$ cat config.mk
export PLATFORM = sky130hd
export DESIGN_NAME = bus_arbiter
export DESIGN_NICKNAME = d
export VERILOG_FILES = /design/src/rtl/bus_arbiter.sv
export SDC_FILE = /design/constraint.sdc
export NUM_CORES = 1
export LEC_CHECK = 0
export ABC_AREA = 1
export CAP_MARGIN = 20
export CELL_PAD_IN_SITES_DETAIL_PLACEMENT = 0
export CELL_PAD_IN_SITES_GLOBAL_PLACEMENT = 1
export CORE_ASPECT_RATIO = 0.6
export CORE_UTILIZATION = 24
export DETAILED_ROUTE_END_ITERATION = 10
export GPL_TIMING_DRIVEN = 0
export PLACE_DENSITY = 0.85
export SLEW_MARGIN = 30
export SYNTH_ARGS = -nofsm -noshare
export SYNTH_HDL_FRONTEND = slang
export SYNTH_SLANG_ARGS = --single-unit
$ cat constraint.sdc
create_clock -name clk -period 2.4 [get_ports clk]
set_input_delay 0.48 -clock clk [delete_from_list [all_inputs] [get_ports clk]]
set_output_delay 0.48 -clock clk [all_outputs]
set_load 0.02 [all_outputs]
$ cat src/rtl/bus_arbiter.sv
// Two-master round-robin arbiter for the shared gpiomem port, with tenure
// limit and a one-cycle turnaround between owners.
module bus_arbiter #(
    parameter int unsigned MAX_HOLD = 16,
    parameter int unsigned ADDR_W   = 9,
    parameter int unsigned DATA_W   = 8
) (
    input  logic              clk,
    input  logic              reset,
    input  logic              core0_request,
    output logic              core0_grant,
    input  logic              core0_rw,
    input  logic [ADDR_W-1:0] core0_address,
    input  logic [DATA_W-1:0] core0_data_in,
    output logic [DATA_W-1:0] core0_data_out,
    input  logic              core1_request,
    output logic              core1_grant,
    input  logic              core1_rw,
    input  logic [ADDR_W-1:0] core1_address,
    input  logic [DATA_W-1:0] core1_data_in,
    output logic [DATA_W-1:0] core1_data_out,
    output logic [ADDR_W-1:0] RAM_address,
    output logic [DATA_W-1:0] RAM_data_in,
    input  logic [DATA_W-1:0] RAM_data_out,
    output logic              rw,
    output logic [1:0]        owner,
    output logic              preempt
);

    typedef enum logic [1:0] {IDLE, OWN0, OWN1, RELEASE} state_t;

    localparam logic [7:0] HOLD_LAST = (MAX_HOLD == 0) ? 8'd0 : 8'(MAX_HOLD - 1);
    localparam logic       PREEMPT_ON = (MAX_HOLD != 0);

    state_t     state;
    logic [7:0] hold;
    logic       last_owner;   // 0 = core0, 1 = core1
    logic       pick0;
    logic       pick1;
    logic       hold_expired;

    // Ties go to whichever core did not own the bus last.
    assign pick0 = core0_request && (!core1_request || last_owner);
    assign pick1 = core1_request && (!core0_request || !last_owner);
    assign hold_expired = PREEMPT_ON && (hold == HOLD_LAST);

    always_ff @(posedge clk or negedge reset) begin
        if (!reset) begin
            state       <= IDLE;
            core0_grant <= 1'b0;
            core1_grant <= 1'b0;
            owner       <= 2'b00;
            preempt     <= 1'b0;
            hold        <= '0;
            last_owner  <= 1'b1;
        end else begin
            preempt <= 1'b0;
            case (state)
                IDLE, RELEASE: begin
                    hold <= '0;
                    if (pick0) begin
                        state       <= OWN0;
                        core0_grant <= 1'b1;
                        core1_grant <= 1'b0;
                        owner       <= 2'b01;
                        last_owner  <= 1'b0;
                    end else if (pick1) begin
                        state       <= OWN1;
                        core0_grant <= 1'b0;
                        core1_grant <= 1'b1;
                        owner       <= 2'b10;
                        last_owner  <= 1'b1;
                    end else begin
                        state       <= IDLE;
                        core0_grant <= 1'b0;
                        core1_grant <= 1'b0;
                        owner       <= 2'b00;
                    end
                end
                OWN0: begin
                    if (!core0_request || (hold_expired && core1_request)) begin
                        state       <= RELEASE;
                        core0_grant <= 1'b0;
                        owner       <= 2'b00;
                        preempt     <= core0_request;
                    end else if (hold != 8'hFF) begin
                        hold <= hold + 8'd1;
                    end
                end
                OWN1: begin
                    if (!core1_request || (hold_expired && core0_request)) begin
                        state       <= RELEASE;
                        core1_grant <= 1'b0;
                        owner       <= 2'b00;
                        preempt     <= core1_request;
                    end else if (hold != 8'hFF) begin
                        hold <= hold + 8'd1;
                    end
                end
                default: begin
                    state       <= IDLE;
                    core0_grant <= 1'b0;
                    core1_grant <= 1'b0;
                    owner       <= 2'b00;
                end
            endcase
        end
    end

    always_comb begin
        RAM_address = '0;
        RAM_data_in = '0;
        rw          = 1'b0;
        case (state)
            OWN0: begin
                RAM_address = core0_address;
                RAM_data_in = core0_data_in;
                rw          = core0_rw;
            end
            OWN1: begin
                RAM_address = core1_address;
                RAM_data_in = core1_data_in;
                rw          = core1_rw;
            end
            default: ;
        endcase
    end

    assign core0_data_out = (owner == 2'b01) ? RAM_data_out : '0;
    assign core1_data_out = (owner == 2'b10) ? RAM_data_out : '0;

endmodule
==> impl_metrics.yaml <==
synthesis:
  ys_seq_elements: 16
  yosysMostFrequentCell: "nand2_1"
  ys_async_sr_fraction: 1.00
  ys_seq_area_frac: 0.310
  syn-mean-instance-area_um2: 6.11
  yosys_warnings: 0
  synth_cell_types: 22
  synth_top_area_frac: 0.290
  synth_ff_type: "dfrtp_1"
  netlist_top_cells_count: "nand2_1, nor2_1, a21oi_1"
  syn_inst: 212
  synth-edff-count: 0
  synth.area.top_cells: "dfrtp_1, nand2_1, nor2_1"
  synthesis.area_um2: 1300
  yosysTopAreaCell: "dfrtp_1"
  syn-num-nets: 263
clock_tree:
  htreeDepth: 1
  cts-root-buf: "clkbuf_8"
  tritoncts: "done"
  cts_made_buffers: 3
  hold_buffers: 0
  clk_pin_slew_ps: 70
  cts_buffer_depth: 2
  cts.sinks: 16
  clk_latency_ps: 250
power_and_ir_drop:
  pwr-share-comb: 0.717
  power_frac_seq: 0.178
  swShare: 0.507
  power.density_nw_per_um2: 1020
  p_leak_nw: 1.06
  p_sw_mw: 1.18
  internal-power_mw: 1.14
  clockPowerShare: 0.105
  peakVddDrop_uv: 426
sta:
  worst_pin_slew_ps: 743
  fin_crit_ps: 2330
  holdWs_ps: 512
  hold_violations: 0
  finalMaxSlewViolations: 0
  fmax_mhz: 429
  grt_setup_unrepaired: "yes"
  final-setup-viol-count: 0
  slew_headroom: 0.503
  clock_skew_ps: 4.91
  period_share: 0.972
cells_and_area:
  nets: 354
  drive_above_1_share: 0.109
  final_util: 0.443
  area_growth_syn_to_layout_pct: 75.5
  diodes: 0
  design_area_um2: 2270
routing:
  drtIter0Drc: 80
  wire_per_inst_um: 11.8
  drc: 0
  dr.pass1.iters: 4
  via_per_inst: 4.33
  dr_total_vias: 1594
  routed_wl_um: 4350
  ant_nets: 0
critical_path:
  cp-end-kind: "output port"
  cp_max_fo: 10
  cp-start-kind: "flop"
  crit_type: "flop to output port"
  critPathArrivalTime_ps: 1850
  worstPathRequired_ps: 1920
die:
  core_um2: 5130
  dieWidth_um: 96.9
  rows: 20
  dieArea_um2: 5710
  initial_core_util: 0.253
  fp.dieH_um: 58.9
  ios: 87
place:
  detailed_place_hpwl_um: 3380
  place_area_um2: 2240
  place.gp.congestion: 0.797
  port_buffers: 86
grt:
  grt_max_degree: 17
  grt_pass1_wl_um: 6940
  antenna_found_initial: 0
  grt.total_usage: 0.156
  grt_pass1_vias: 1446
  overflow: 0
status:
  status: "complete, no violations"
min_path:
  hold_class: "flop to flop"
run:
  cap_viol_max_count: 0
[state kept, by name, indices dropped and copies added, names as in the netlist]
signal,count
core0_grant,1
preempt,1
core1_grant,1
hold,8
owner,2
state,2
last_owner,1
[worst max-delay path, stage by stage, from the launching register on]
cell and delay, ps:
dfrtp_1 410, ha_2 410, clkbuf_1 380, a21oi_1 70, dlygate4sd2_1 340
[cells in the final DEF, fill, tap and decap left out]
cell type,count
nand2_1,73
clkdlybuf4s50_1,68
nor2_1,34
a21oi_1,22
inv_1,18
dfrtp_1,15
nand4_1,10
dlygate4sd2_1,8
nand3_1,7
o21ai_1,6
buf_2,6
clkbuf_8,5
clkbuf_2,3
o21ai_0,3
buf_4,2
clkbuf_1,2
nand2_2,2
nor2_2,2
nand2_4,2
or2_2,2
ha_2,2
clkdlybuf4s15_2,2
buf_6,1
nor3_1,1
nor2_4,1
nand3_4,1
inv_2,1
o21a_1,1
ha_1,1
dfstp_2,1
[power by group through the flow]
stage / registers, mW / logic, mW / clock network [mW]
CTS: 0.412 / 1.70 / 0.247
global route: 0.428 / 1.86 / 0.266
finish: 0.414 / 1.66 / 0.243
detailed placement: 0.417 / 1.72 / 0
global placement: 0.415 / 1.73 / 0
floorplan: 0.433 / 0.996 / 0
[metrics by stage]
stage	setup slack (ps)	TNS, ps	power [mW]	std cells
2_1_floorplan	390	0	1.43	212
3_3_place_gp	-318	-2620	2.14	364
3_5_place_dp	-344	-2950	2.14	364
4_1_cts	3.13	0	2.36	368
5_1_grt	-64.1	-64.1	2.55	368
6_report	67.9	0	2.32	368
[layer usage]
metal	vias to the layer above	track usage	wire, um
li1	856	-	-
met1	674	0.221	2190
met2	62	0.212	1650
met3	2	0.0677	467
met4	0	0.0448	34
met5	-	0	0
[worst paths after layout]
path | from | to | slack, ps | cells after the start
max reg2reg | state[0] | hold[6] | 680 | 8
min reg2reg | last_owner | last_owner | 510 | 2
max | state[1] | RAM_address[2] | 70 | 4
max in group asynchronous | reset | owner[0] | 1270 | 1
min in group asynchronous | reset | hold[1] | 660 | 1
min | last_owner | last_owner | 510 | 2
[what timing repair did]
| action | 4_1_cts | 5_1_grt |
|---|---|---|
| setup buffers | 0 | 0 |
| resized for setup | 43 | 11 |
| endpoints found under the setup margin | 18 | 15 |
[cell families (layout without fill, tap and decap cells)]
group / Yosys count / count (layout) / synth area share
AO/OA/AOI/OAI: 32 / 32 / 0.125
buffers and inverters: 26 / 116 / 0.0782
flip-flops: 16 / 16 / 0.310
adder cells (fa/ha/maj): 3 / 3 / 0.0290
AND/OR/NAND/NOR: 135 / 135 / 0.458
[cell type report]
type,count,area (um2)
timing repair buffer,86,813
buffer,7,52.6
sequential,16,402
inverter,19,71.3
tap,66,82.6
multi-input combinational,170,798
fill,562,2860
clock buffer,4,55.1
No activity file was read; power rests on OpenSTA's default activity.
